## config.mk

```make
export PLATFORM = sky130hd
export DESIGN_NAME = demux1to4_stream_flat
export DESIGN_NICKNAME = d
export VERILOG_FILES = /design/src/rtl/demux_pkg.sv /design/src/rtl/demux1to4_stream_if.sv /design/src/rtl/demux_out_slot.sv /design/src/rtl/demux1to4_stream.sv /design/src/flat_wrapper.sv
export SDC_FILE = /design/constraint.sdc
export NUM_CORES = 1
export LEC_CHECK = 0
export ABC_AREA = 1
export BUFFER_PORTS_ARGS = -buffer_cell sky130_fd_sc_hd__buf_2
export CORE_MARGIN = 2
export CORE_UTILIZATION = 30
export CTS_CLUSTER_SIZE = 16
export DETAILED_ROUTE_END_ITERATION = 8
export GPL_ROUTABILITY_DRIVEN = 1
export SYNTH_ARGS = -nofsm -noshare
export SYNTH_HDL_FRONTEND = slang
export SYNTH_SLANG_ARGS = --single-unit
```

## constraint.sdc

```tcl
create_clock -name clk -period 1.49 [get_ports clk]
set_input_delay 0.3725 -clock clk [delete_from_list [all_inputs] [get_ports clk]]
set_output_delay 0.3725 -clock clk [all_outputs]
set_load 0.01 [all_outputs]
```

## src/rtl/demux_pkg.sv

```systemverilog
// Shared constants and types for the 1-to-4 stream demultiplexer.
package demux_pkg;
  localparam int NUM_CH = 4;
  localparam int CNT_W  = 16;
  typedef logic [1:0] sel_t;
endpackage

```

## src/rtl/demux1to4_stream_if.sv

```systemverilog
// Producer-side and consumer-side handshake bundle of the 1-to-4 demux.
// master = producer/consumers (drives inputs), slave = the demux block.
interface demux1to4_stream_if #(parameter int N = 32);
  import demux_pkg::*;

  logic                 in_valid;
  logic                 in_ready;
  logic [N-1:0]         in_data;
  sel_t                 in_sel;
  logic [NUM_CH-1:0]    out_valid;
  logic [NUM_CH-1:0]    out_ready;
  logic [NUM_CH*N-1:0]  out_data;

  modport master (
    output in_valid, in_data, in_sel, out_ready,
    input  in_ready, out_valid, out_data
  );

  modport slave (
    input  in_valid, in_data, in_sel, out_ready,
    output in_ready, out_valid, out_data
  );
endinterface

```

## src/rtl/demux_out_slot.sv

```systemverilog
// One-entry output register for one demux channel; 1-cycle load latency.
// Ready to load when empty or draining this cycle. DEMUX_STATS_EN adds a drain counter.
module demux_out_slot #(
  parameter int N     = 32,
  parameter int CNT_W = 16
) (
  input  logic             clk,
  input  logic             rst_n,
  input  logic             acc,
  input  logic [N-1:0]     in_data,
  input  logic             out_ready,
  output logic             out_valid,
  output logic [N-1:0]     out_data
`ifdef DEMUX_STATS_EN
  ,
  output logic [CNT_W-1:0] xfer_cnt
`endif
);
  localparam logic [0:0] S_EMPTY = 1'b0;
  localparam logic [0:0] S_FULL  = 1'b1;

  logic [0:0]   state_q, state_d;
  logic [N-1:0] dat_q, dat_d;

  // Accept wins over drain so a simultaneous drain+accept keeps the slot full.
  always_comb begin
    state_d = state_q;
    dat_d   = dat_q;
    if (acc) begin
      state_d = S_FULL;
      dat_d   = in_data;
    end else if (state_q == S_FULL && out_ready) begin
      state_d = S_EMPTY;
    end
  end

  always_ff @(posedge clk or negedge rst_n) begin
    if (!rst_n) begin
      state_q <= S_EMPTY;
      dat_q   <= '0;
    end else begin
      state_q <= state_d;
      dat_q   <= dat_d;
    end
  end

  assign out_valid = (state_q == S_FULL);
  assign out_data  = dat_q;

`ifdef DEMUX_STATS_EN
  logic [CNT_W-1:0] cnt_q, cnt_d;

  always_comb begin
    cnt_d = cnt_q;
    if (state_q == S_FULL && out_ready) cnt_d = cnt_q + {{(CNT_W-1){1'b0}}, 1'b1};
  end

  always_ff @(posedge clk or negedge rst_n) begin
    if (!rst_n) cnt_q <= '0;
    else        cnt_q <= cnt_d;
  end

  assign xfer_cnt = cnt_q;
`endif
endmodule

```

## src/rtl/demux1to4_stream.sv

```systemverilog
// Registered 1-to-4 valid/ready stream demux; 1-cycle latency into the selected channel.
// in_ready reflects only the selected channel, so a stalled channel never blocks the others.
// Optional per-channel transfer counters with DEMUX_STATS_EN.
module demux1to4_stream
  import demux_pkg::*;
#(
  parameter int N = 32
) (
  input logic                 clk,
  input logic                 rst_n,
  demux1to4_stream_if.slave   bus
`ifdef DEMUX_STATS_EN
  ,
  output logic [NUM_CH*CNT_W-1:0] xfer_cnt
`endif
);
  logic [NUM_CH-1:0]   vld;
  logic [NUM_CH*N-1:0] dat;
  logic [NUM_CH-1:0]   acc_oh;
  logic                in_rdy;

  assign in_rdy = !vld[bus.in_sel] | bus.out_ready[bus.in_sel];

  always_comb begin
    acc_oh = '0;
    if (bus.in_valid && in_rdy) acc_oh[bus.in_sel] = 1'b1;
  end

  for (genvar k = 0; k < NUM_CH; k++) begin : g_slot
    demux_out_slot #(.N(N), .CNT_W(CNT_W)) u_slot (
      .clk       (clk),
      .rst_n     (rst_n),
      .acc       (acc_oh[k]),
      .in_data   (bus.in_data),
      .out_ready (bus.out_ready[k]),
      .out_valid (vld[k]),
      .out_data  (dat[k*N +: N])
`ifdef DEMUX_STATS_EN
      ,
      .xfer_cnt  (xfer_cnt[k*CNT_W +: CNT_W])
`endif
    );
  end

  assign bus.in_ready  = in_rdy;
  assign bus.out_valid = vld;
  assign bus.out_data  = dat;
endmodule

```

## src/flat_wrapper.sv

```systemverilog
// flat-port wrapper written by rule: the top's interface ports become plain ports
module demux1to4_stream_flat import demux_pkg::*;
#(
  parameter int N = 32
)
  (clk, rst_n, bus_in_valid, bus_in_data, bus_in_sel, bus_out_ready, bus_in_ready, bus_out_valid, bus_out_data);
  demux1to4_stream_if #(.N(N)) bus_i ();
  input logic clk;
  input logic rst_n;
  input wire logic [$bits(bus_i.in_valid)-1:0] bus_in_valid;
  input wire logic [$bits(bus_i.in_data)-1:0] bus_in_data;
  input wire logic [$bits(bus_i.in_sel)-1:0] bus_in_sel;
  input wire logic [$bits(bus_i.out_ready)-1:0] bus_out_ready;
  output wire logic [$bits(bus_i.in_ready)-1:0] bus_in_ready;
  output wire logic [$bits(bus_i.out_valid)-1:0] bus_out_valid;
  output wire logic [$bits(bus_i.out_data)-1:0] bus_out_data;
  assign bus_i.in_valid = bus_in_valid;
  assign bus_i.in_data = bus_in_data;
  assign bus_i.in_sel = bus_in_sel;
  assign bus_i.out_ready = bus_out_ready;
  assign bus_in_ready = bus_i.in_ready;
  assign bus_out_valid = bus_i.out_valid;
  assign bus_out_data = bus_i.out_data;
  demux1to4_stream #(.N(N)) u_core (.clk(clk), .rst_n(rst_n), .bus(bus_i));
endmodule
```

==> results.cfg <==
[status]
outcome = complete, but fails checks
violations = setup timing

[route]
drt-initial-drc-count = 317
ant_nets = 0
met1_length_microns = 8310
drt-vias-per-instance = 5.00
totalWireLength_microns = 18000
dr.pass1.iters = 4
routedWlPerCell_microns = 17.5
wl_met3_microns = 1230
top_layer = met4
met2WireLength_microns = 8320
vias = 5145
drc = 0

[clock_tree]
cts_tree = done
cts_buffers = 17
clock_path_buffers = 2
clock_latency_ps = 410
cts-root-buf = clkbuf_16
cts.sinks = 132
cts.clk_slew.worst_paths_ps = 60
cts.htree.levels = 4

[synthesis]
synthCells = 611
syn_avg_cell_area_sq_um = 9.18
synth_top_family_by_area = simple AND/OR/NAND/NOR gates
synthXorXnorAreaFrac_pct = 0
synthAdderAreaFrac_pct = 0
yosysWarnings = 0
synth_nets = 652
synth_area_sq_mm = 0.00561
synth_compound_area_share_pct = 0.357
synth_simple_gate_area_share_pct = 33.9
ys_ff_latch = 132
synth_mux_area_share_pct = 0
synth.distinct_cells = 18
synth_area_leaders = dfrtp_1, nand2_1, nand4_1
synth_top_area_share_pct = 58.9
synth.yosys.seq_area_share_pct = 58.9
synth_area_leader_cell = dfrtp_1

[timing]
finalHoldViolCount = 0
drv_slew = 0
min_period_ps = 1600
rsz0062_at_grt = yes
fmax_mhz = 625
fin_skew_ps = 8.29
setup_slack_ps = -110
setup-violations-final = 106
fin_crit_sh_pct = 107
tightestPinTransition_ps = 457
relSlewSlack_pct = 69.5

[finish]
layout.cells.non_filler = 1028
fin_util_pct = 41.7
drive_above_1_share_pct = 31.9
antenna_cells = 0
fin_nets = 829
syn_to_final_growth_pct = 35.0

[placed_design]
io_buffers = 173
globalplace.congestion = 0.804
hpwl_microns = 11900
placed_cells = 991

[global_routing]
grt-ovfl-total = 0
grt_pass1_vias = 4966
grt_max_degree = 57
grt_first_pass_wirelength_microns = 28500
grt_util_all_layers_pct = 18.3
antenna_found_initial = 0

[flow_run]
cap_violations = 0

[hold_path]
hold_class = in2reg

[setup_path]
worstSetupPathType = reg2out
cp.buffers_inverters = 1
start_kind = flip-flop
critical_path.max_stage_delay_ps = 390
crit_path_frequent_cell = nand2_1
crit_arrival_ps = 1230
crit_chain = nand2_1, nand2_1, nand2_1, nand2_2, nand2_4, buf_6
path_delay_family = flip-flops
worst_ep_required_time_ps = 1120
path_max_fanout = 2
critPathCaptureType = output pin
cp_slowest_cell = dfrtp_1

[pwr]
max-vdd-ir-drop_mv = 0.758
power_uw = 11000
p_leak_uw = 0.00416
p_per_area_mw_per_mm2 = 1450

[floorplan]
die_w_microns = 141
start_util_pct = 30.9
dieArea_sq_mm = 0.0198
die_y_microns = 141
num_rows = 49
core_area_sq_mm = 0.0181
io_pins = 174
==> layer usage <==
layer | GRT usage [%] | vias to the layer above
li1 | - | 2424
met1 | 26.0 | 2517
met2 | 28.1 | 195
met3 | 4.52 | 9
met4 | 4.89 | 0
met5 | 0 | -
==> sequential cells by signal, summed over array words and instances, names as in the netlist <==
signal                          flops
u_core.g_slot.u_slot.out_data     128
u_core.g_slot.u_slot.out_valid      4
==> path summary, 6_finish.rpt <==
kind | to | start | depth (start not counted) | slack, ps
min reg2reg | u_core.g_slot[1].u_slot.out_data[0] | u_core.g_slot[1].u_slot.out_data[0] | 2 | 460
max reg2reg | u_core.g_slot[1].u_slot.out_data[18] | u_core.g_slot[0].u_slot.out_valid | 10 | -70
max | bus_in_ready | u_core.g_slot[0].u_slot.out_valid | 6 | -110
min | u_core.g_slot[2].u_slot.out_valid | bus_out_ready[2] | 2 | 150
min in group asynchronous | u_core.g_slot[0].u_slot.out_data[0] | rst_n | 2 | 470
max in group asynchronous | u_core.g_slot[3].u_slot.out_data[22] | rst_n | 3 | 530
==> logic make-up after synthesis <==
logic type / after synthesis
DFF: 132
AOI/OAI and AO/OA: 4
buffers and inverters: 66
and+or+nand+nor: 409
==> Yosys cell counts (all sizes together) <==
master and count:
nand3 7, dfrtp 132, nor2 4, buf 43
nand2 270, o21ai 4, nand4 128, inv 7
clkbuf 16
==> final cells by class <==
cell class                 instances  area [sq um]
sequential                       132          3300
tap                              229           287
timing repair buffer             217          1480
multi-input combinational        413          1950
fill                            1820         10600
clock buffer                      26           509
clock inverter                     4          22.5
inverter                           7          26.3
==> through the flow <==
stage	setup TNS (ps)	hold slack [ps]	area (sq um)	setup slack, ps
floorplan	0	76.9	5610	10.1
global placement	-10060	341	6940	-128
detailed placement	-15680	340	6940	-143
CTS	-103	132	7530	-103
global route	-21910	143	7570	-213
finish	-4360	155	7570	-110
==> where the power goes <==
group | switching (uW) | leakage [uW] | total [uW] | internal [uW]
Sequential | 404 | 0.00165 | 4700 | 4300
Combinational | 1480 | 0.00225 | 2470 | 996
Clock | 1480 | 0.000262 | 3800 | 2320
Total | 3360 | 0.00416 | 11000 | 7620
==> what timing repair did <==
action,in CTS,in global routing
resized for setup,3,2
hold endpoints to repair,29,0
hold buffers,1,0
setup buffers,5,0
pin swaps,5,1
cloned,0,1
endpoints found under the setup margin,1,133
==> layout by cell type, fill, tap and decap left out, types with 4 or more instances in the layout <==
cell,n
nand4_1,128
buf_12,18
inv_1,4
clkbuf_8,5
buf_4,24
dfrtp_1,132
buf_2,170
nand2_1,268
o21ai_1,4
clkbuf_16,18
clkbuf_1,4
No activity file was read; power rests on OpenSTA's default activity.
